==> src/rtl/pipelined_addsub_unit_pkg.sv <==
// Shared op encodings, stage count and block-count derivation for pipelined_addsub_unit.
// Pure declarations: no logic, no latency, no backpressure.
package pipelined_addsub_unit_pkg;

  typedef enum logic {
    OP_ADD = 1'b0,
    OP_SUB = 1'b1
  } op_e;

  localparam int NUM_STAGES = 3;

  function automatic int num_blocks(input int width, input int block);
    return width / block;
  endfunction

endpackage

==> src/rtl/addsub_pipe_ctrl.sv <==
// Per-stage valid and load enables for a bubble-collapsing STAGES-deep pipeline.
// A stage loads when empty or when its successor loads; the last stage stalls on !out_ready.
module addsub_pipe_ctrl #(
  parameter int STAGES = 3
) (
  input  logic              clk,
  input  logic              rst_n,
  input  logic              v_in,
  input  logic              out_ready,
  output logic              in_ready,
  output logic [STAGES-1:0] load,
  output logic [STAGES-1:0] vld
);

  always_comb begin
    logic nxt;
    nxt = !vld[STAGES-1] || out_ready;
    load = '0;
    load[STAGES-1] = nxt;
    for (int k = STAGES - 2; k >= 0; k--) begin
      nxt     = !vld[k] || nxt;
      load[k] = nxt;
    end
  end

  assign in_ready = load[0];

  always_ff @(posedge clk or negedge rst_n) begin
    if (!rst_n) begin
      vld <= '0;
    end else begin
      vld <= (load & {vld[STAGES-2:0], v_in}) | (~load & vld);
    end
  end

endmodule

==> src/rtl/cs_block.sv <==
// Carry-select block: both candidate sums plus block generate/propagate; combinational.
// No state, no backpressure.
module cs_block #(
  parameter int BLOCK = 8
) (
  input  logic [BLOCK-1:0] a,
  input  logic [BLOCK-1:0] b,
  output logic [BLOCK-1:0] sum0,
  output logic [BLOCK-1:0] sum1,
  output logic             g,
  output logic             p
);

  logic [BLOCK:0] raw0;

  assign raw0 = {1'b0, a} + {1'b0, b};
  assign sum0 = raw0[BLOCK-1:0];
  assign sum1 = raw0[BLOCK-1:0] + BLOCK'(1);
  assign g    = raw0[BLOCK];
  // Carry-in ripples through only when every bit pair propagates.
  assign p    = &(a ^ b);

endmodule

==> src/rtl/parallel_prefix_tree.sv <==
// Kogge-Stone prefix over block G/P giving the carry into each block and the final carry out.
// Combinational, no backpressure.
module parallel_prefix_tree #(
  parameter int N = 4
) (
  input  logic [N-1:0] g,
  input  logic [N-1:0] p,
  input  logic         cin,
  output logic [N:0]   carry
);

  always_comb begin
    logic [N-1:0] gg;
    logic [N-1:0] pp;
    logic [N-1:0] ng;
    logic [N-1:0] np;
    gg = g;
    pp = p;
    ng = '0;
    np = '0;
    for (int d = 1; d < N; d = d * 2) begin
      ng = gg;
      np = pp;
      for (int i = d; i < N; i++) begin
        ng[i] = gg[i] | (pp[i] & gg[i-d]);
        np[i] = pp[i] & pp[i-d];
      end
      gg = ng;
      pp = np;
    end
    carry[0] = cin;
    for (int i = 0; i < N; i++) begin
      carry[i+1] = gg[i] | (pp[i] & cin);
    end
  end

endmodule

==> src/rtl/pipelined_addsub_unit.sv <==
// Carry-select add/sub, 3 stages (block sums, prefix carries, select); latency 3, 1 result/cycle.
// Valid/ready with in-place stall on !out_ready; `define ADDSUB_FLAGS_EN adds zero/neg/ovf flags.
module pipelined_addsub_unit
  import pipelined_addsub_unit_pkg::*;
#(
  parameter int WIDTH = 32,
  parameter int BLOCK = 8
) (
  input  logic             clk,
  input  logic             rst_n,
  input  logic             v_in,
  output logic             in_ready,
  input  logic             op,
  input  logic [WIDTH-1:0] a,
  input  logic [WIDTH-1:0] b,
  input  logic             cin,
  output logic [WIDTH-1:0] sum,
  output logic             cout,
  output logic             v_out,
  input  logic             out_ready,
  output logic             zero,
  output logic             neg,
  output logic             ovf
);

  localparam int NUM_BLOCKS = num_blocks(WIDTH, BLOCK);

  if ((WIDTH % BLOCK) != 0 || NUM_BLOCKS < 2) begin : g_bad_cfg
    $error("pipelined_addsub_unit: WIDTH must be a multiple of BLOCK with at least 2 blocks");
  end

  logic [NUM_STAGES-1:0] load;
  logic [NUM_STAGES-1:0] vld;

  addsub_pipe_ctrl #(.STAGES(NUM_STAGES)) u_ctrl (
    .clk       (clk),
    .rst_n     (rst_n),
    .v_in      (v_in),
    .out_ready (out_ready),
    .in_ready  (in_ready),
    .load      (load),
    .vld       (vld)
  );

  assign v_out = vld[NUM_STAGES-1];

  // Subtract is a + ~b + ~cin, so borrow-in folds into the carry-in.
  logic [WIDTH-1:0] b_eff;
  logic             cin_eff;
  assign b_eff   = (op == OP_SUB) ? ~b : b;
  assign cin_eff = (op == OP_SUB) ? ~cin : cin;

  logic [NUM_BLOCKS-1:0][BLOCK-1:0] blk_sum0, blk_sum1;
  logic [NUM_BLOCKS-1:0]            blk_g, blk_p;

  for (genvar i = 0; i < NUM_BLOCKS; i++) begin : g_blk
    cs_block #(.BLOCK(BLOCK)) u_blk (
      .a    (a[i*BLOCK +: BLOCK]),
      .b    (b_eff[i*BLOCK +: BLOCK]),
      .sum0 (blk_sum0[i]),
      .sum1 (blk_sum1[i]),
      .g    (blk_g[i]),
      .p    (blk_p[i])
    );
  end

  logic [NUM_BLOCKS-1:0][BLOCK-1:0] s1_sum0, s1_sum1, s2_sum0, s2_sum1;
  logic [NUM_BLOCKS-1:0]            s1_g, s1_p;
  logic                             s1_cin;
  logic [NUM_BLOCKS:0]              tree_carry, s2_carry;

  always_ff @(posedge clk) begin
    if (load[0]) begin
      s1_sum0 <= blk_sum0;
      s1_sum1 <= blk_sum1;
      s1_g    <= blk_g;
      s1_p    <= blk_p;
      s1_cin  <= cin_eff;
    end
    if (load[1]) begin
      s2_sum0  <= s1_sum0;
      s2_sum1  <= s1_sum1;
      s2_carry <= tree_carry;
    end
  end

  parallel_prefix_tree #(.N(NUM_BLOCKS)) u_tree (
    .g     (s1_g),
    .p     (s1_p),
    .cin   (s1_cin),
    .carry (tree_carry)
  );

  logic [WIDTH-1:0] sel_sum;
  for (genvar i = 0; i < NUM_BLOCKS; i++) begin : g_sel
    assign sel_sum[i*BLOCK +: BLOCK] = s2_carry[i] ? s2_sum1[i] : s2_sum0[i];
  end

  always_ff @(posedge clk or negedge rst_n) begin
    if (!rst_n) begin
      sum  <= '0;
      cout <= 1'b0;
    end else if (load[2]) begin
      sum  <= sel_sum;
      cout <= s2_carry[NUM_BLOCKS];
    end
  end

`ifdef ADDSUB_FLAGS_EN
  logic s1_a_msb, s1_b_msb, s2_a_msb, s2_b_msb;

  always_ff @(posedge clk) begin
    if (load[0]) begin
      s1_a_msb <= a[WIDTH-1];
      s1_b_msb <= b_eff[WIDTH-1];
    end
    if (load[1]) begin
      s2_a_msb <= s1_a_msb;
      s2_b_msb <= s1_b_msb;
    end
  end

  // Overflow: effective operands share a sign that the result does not.
  always_ff @(posedge clk or negedge rst_n) begin
    if (!rst_n) begin
      zero <= 1'b0;
      neg  <= 1'b0;
      ovf  <= 1'b0;
    end else if (load[2]) begin
      zero <= (sel_sum == '0);
      neg  <= sel_sum[WIDTH-1];
      ovf  <= (s2_a_msb == s2_b_msb) && (sel_sum[WIDTH-1] != s2_a_msb);
    end
  end
`else
  assign zero = 1'b0;
  assign neg  = 1'b0;
  assign ovf  = 1'b0;
`endif

endmodule
==> config.mk <==
export PLATFORM = sky130hd
export DESIGN_NAME = pipelined_addsub_unit
export DESIGN_NICKNAME = d
export VERILOG_FILES = /design/src/rtl/pipelined_addsub_unit_pkg.sv /design/src/rtl/addsub_pipe_ctrl.sv /design/src/rtl/cs_block.sv /design/src/rtl/parallel_prefix_tree.sv /design/src/rtl/pipelined_addsub_unit.sv
export SDC_FILE = /design/constraint.sdc
export NUM_CORES = 1
export LEC_CHECK = 0
export BUFFER_PORTS_ARGS = -buffer_cell sky130_fd_sc_hd__clkbuf_2
export CORE_MARGIN = 10
export CORE_UTILIZATION = 58
export DETAILED_ROUTE_END_ITERATION = 6
export PLACE_DENSITY = 0.83
export SETUP_SLACK_MARGIN = 0.5
export SYNTH_ARGS = -nofsm -noshare
export SYNTH_HDL_FRONTEND = slang
export SYNTH_SLANG_ARGS = --single-unit
==> constraint.sdc <==
create_clock -name clk -period 3.8 [get_ports clk]
set_input_delay 0 -clock clk [delete_from_list [all_inputs] [get_ports clk]]
set_output_delay 0 -clock clk [all_outputs]
set_load 0.1 [all_outputs]
# == Word level (Yosys, flattened, before mapping) ==
# Index checks and enable logic that the tools add are counted.
# word_totals
ff_bits,178
input_bits,70
wordCells,80
out_inout_bits,38
# classes
n_mux,6
add_sub_neg,8
reduce_logical,10
bitwise_logic,33
# ops
operator,n
$add A8 B8 Y9,4
$add A8 B1 Y8 const B,4
$mux W32,1
$mux W8,4
$not A32 Y32,1
$reduce_and A8 Y1,4
$xor A8 B8 Y8,4
$and A1 B1 Y1,14
$or A1 B1 Y1,9
$and A3 B3 Y3,2
$logic_not A1 Y1,3
$logic_or A1 B1 Y1,3
$not A3 Y3,1
$or A3 B3 Y3,1
$mux W1,1
$not A1 Y1,1

# == Logic depth before layout (Yosys ltp) ==
# logic_depth
ltp_word,7
ltp_mapped,12
ltp_nobuf,10

# == Modules after synthesis ==
# From an unflattened synthesis, not the netlist that was laid out.
# unflattened
hier_cells,613
hier_area_um2,8498.2
# by_module_without_submodules
mod,cells_each,seq_area_each_um2,area_each_um2,instances
pipelined_addsub_unit,324,5089.9,6189.7,1
cs_block at g_blk[0].u_blk ...,68,0.0,531.8,3
cs_block at g_blk[3].u_blk,68,0.0,533.0,1
addsub_pipe_ctrl,11,75.1,133.9,1
parallel_prefix_tree,6,0.0,46.3,1

# == Least setup slack after synthesis ==
# Ideal clock, no wire load.
# synth_path
path_kind,reg-to-reg
startpoint,register with a tool-made name
endpoint,"register s1_cin, enable pin"
setup_ns,1.228
period_less_slack_ns,4.847
setup_slack_ns,-1.047
path_buffers,0
arrival_time_ns,3.620
required_ns,2.572
stages_incl_launch_ff,3
cell_sequence,dfrtp_1 -> nor2b_1 -> nand3_1
# synth_rtl
element,line,source
to (signal assigned),pipelined_addsub_unit.sv:78,s1_cin <= cin_eff;
to (decl),pipelined_addsub_unit.sv:69,logic s1_cin;

==> out/summary.txt <==
Status: finished, final reports clean
Post-Place Cells: 860
Met3 usage: 0.0404
Asr flop ratio synth: 0.202
Clock Sinks: 178
Top-area cell type share of the netlist area: 0.525
Die Span Y: 138 um
# port buffers: 104
Max Fanout on Critical Path: 75
Area growth syn-to-layout: 16.5%
Post-Route Skew: 0.0102 ns
Synthesis Warnings: 0
CP arrival: 2.90 ns
Diodes inserted: 0
VDD IR max: 0.406 mV
First-pass GRT wire length: 24.7 mm
Slew headroom: 0.342
Setup TNS: 0 ns
Global route hottest layer: met2
Nets: 815
CTS Buf Count: 17
Fin crit share: 0.763
Final min period: 2.90 ns
Final Instance Count excl. Fillers: 896
Antenna-violating nets left: 0
Total power: 0.00672 W
RD Place Congestion: 0.855
Max Slew Vio Count: 0
Gr ovfl total: 0
Syn Inst Count: 591
PwrDens: 710 mW/mm^2
Die W: 138 um
M2 GR Usage: 0.279
Mean post-synth cell area: 13.7 um^2
Starting Density: 0.587
WHS: 0.0106 ns
GRT met1 Usage: 0.172
Max Cap Viol: 0
DRC Markers: 0
H-tree depth: 4
Synthesized area: 0.00812 mm^2
Die area: 0.0191 mm^2
Final hold vios: 0
Io pins: 108
Largest net degree at the start of global routing: 76
Cells along the critical path: nor2b_4 -> nand3_4 -> clkbuf_2
Synth unique cells: 42
Post-DR vias/cell: 5.45
Clock Tree Buf Depth: 2
RSZ-0062 raised after global routing: no
Top cells by area, synth: edfxtp_1 (52%), dfrtp_1 (11%), ha_1 (5.9%)
Avg WL per Cell: 16.5 um
HP Class: in2reg
Core footprint: 0.0138 mm^2
Clock Latency Late Sink: 0.43 ns
Multi-input gate area: 0.00281 mm^2
Crit-path max cell delay: 0.85 ns
Most common cell in the netlist: edfxtp_1
CTS tree: built
Share of layout cells above drive strength 1: 0.211
Commonest cells post-synth: edfxtp_1 (142), xor2_1 (51), o21ai_0 (40)
Num rows: 43
Leak: 4.04 nW
Vias in the first global route: 5,110
#FFs+latches synth: 178
Final setup violating endpoints: 0
Least-Margin Pin Slew: 0.987 ns
Drt pass-1 iters: 5
Sequential share of the synthesized area: 0.636
Cell taking the most area after synthesis: edfxtp_1
Clock slew at reported path FFs: 0.07 ns
Total GRT Usage: 0.156
FF+latch area: 0.00516 mm^2
Fill count: 955
Critical-path top delay cell: nand3_4
CP Launch Type: flop
Initial antenna violation count: 0
HPWL after DPL: 10.9 mm
Root Buffer: clkbuf_16
Post-synth EDFFs: 142
Via count: 4,886
Crit path kind: reg2out
Synth Flop Type: edfxtp_1
Initial DRC count: 317
Critical Path Sink Type: primary output
Max Fclk: 345 MHz
CP required: 3.80 ns
WL final: 14.7 mm
==> where the power goes <==
part / switching, W / internal, W / total, W / leakage [nW]
Combinational: 0.00151 / 0.000479 / 0.00199 / 1.87
Clock: 0.000805 / 0.000881 / 0.00169 / 0.281
Sequential: 0.000213 / 0.00283 / 0.00304 / 1.89
Total: 0.00253 / 0.00419 / 0.00672 / 4.04
==> critical path, delay by kind of cell, from the launching register on <==
family / cells / cell delay [ns]
buffers and inverters: 1 / 0.62
flip-flops: 1 / 0.34
AND/OR/NAND/NOR: 2 / 1.49
==> metal layers <==
metal,routed length [um],vias up
met5,0,-
met2,7880,149
met4,349,0
met1,5850,2318
li1,-,2389
met3,662,30
==> final cells by class <==
cell class,count,share of cell area
inverter,21,0.00833
tap,180,0.0238
timing repair buffer,113,0.0632
multi-input combinational,372,0.297
sequential,178,0.546
clock buffer,17,0.0449
clock inverter,15,0.0171
==> cell families after synthesis <==
logic type | Yosys count | synth area share
fa+ha+maj | 42 | 0.0684
xor+xnor | 74 | 0.0798
buf+inv | 43 | 0.0219
compound gates | 95 | 0.0779
flops | 178 | 0.636
mux | 34 | 0.0421
simple gates | 124 | 0.0736
other cells | 1 | 0.000462
==> state kept, by name, summed over array words and instances, names as in the netlist, named ones only <==
register and count:
sum 32, s2_carry 5, s1_sum0 32, s1_p 4, s1_cin 1, cout 1, s2_sum1 32, s1_sum1 32
s2_sum0 32, s1_g 4
==> stage by stage <==
step                instance area, um^2  setup slack [ns]  utilization
finish                             9460             0.901        0.684
global route                       9460             0.591        0.684
CTS                                9460             0.807        0.684
detailed placement                 8840             0.820        0.639
global placement                   8840             0.893        0.639
floorplan                          8140             0.276            -
==> worst paths after layout <==
kind	from	end	slack (ns)	depth (start not counted)
worst min register to register	s1_sum1[11]	s2_sum1[11]	0.41	0
worst min-delay path	a[9]	s1_sum0[9]	0.01	2
worst max register to register	flop	s1_sum0[4]	1.37	2
min in group asynchronous	rst_n	sum[12]	0.24	2
worst max-delay path	flop	in_ready	0.90	3
max in group asynchronous	rst_n	sum[0]	2.98	2
==> timing repair <==
item / 4_1_cts / 5_1_grt
hold endpoints to repair: 39 / 0
hold buffers: 4 / 0
gates resized for setup: 0 / 0
setup buffers: 0 / 0
==> cells in the final DEF, fill, tap and decap left out, types with 21 or more instances in the layout <==
cell type	netlist	layout
inv_1	21	21
mux2i_1	33	33
xor2_1	51	51
xnor2_1	23	23
ha_1	38	38
edfxtp_1	142	142
nor2_1	21	21
nand2_1	39	38
dfrtp_1	36	36
o21ai_0	40	40
clkbuf_2	0	104
Power figures use the tool's default switching activity.
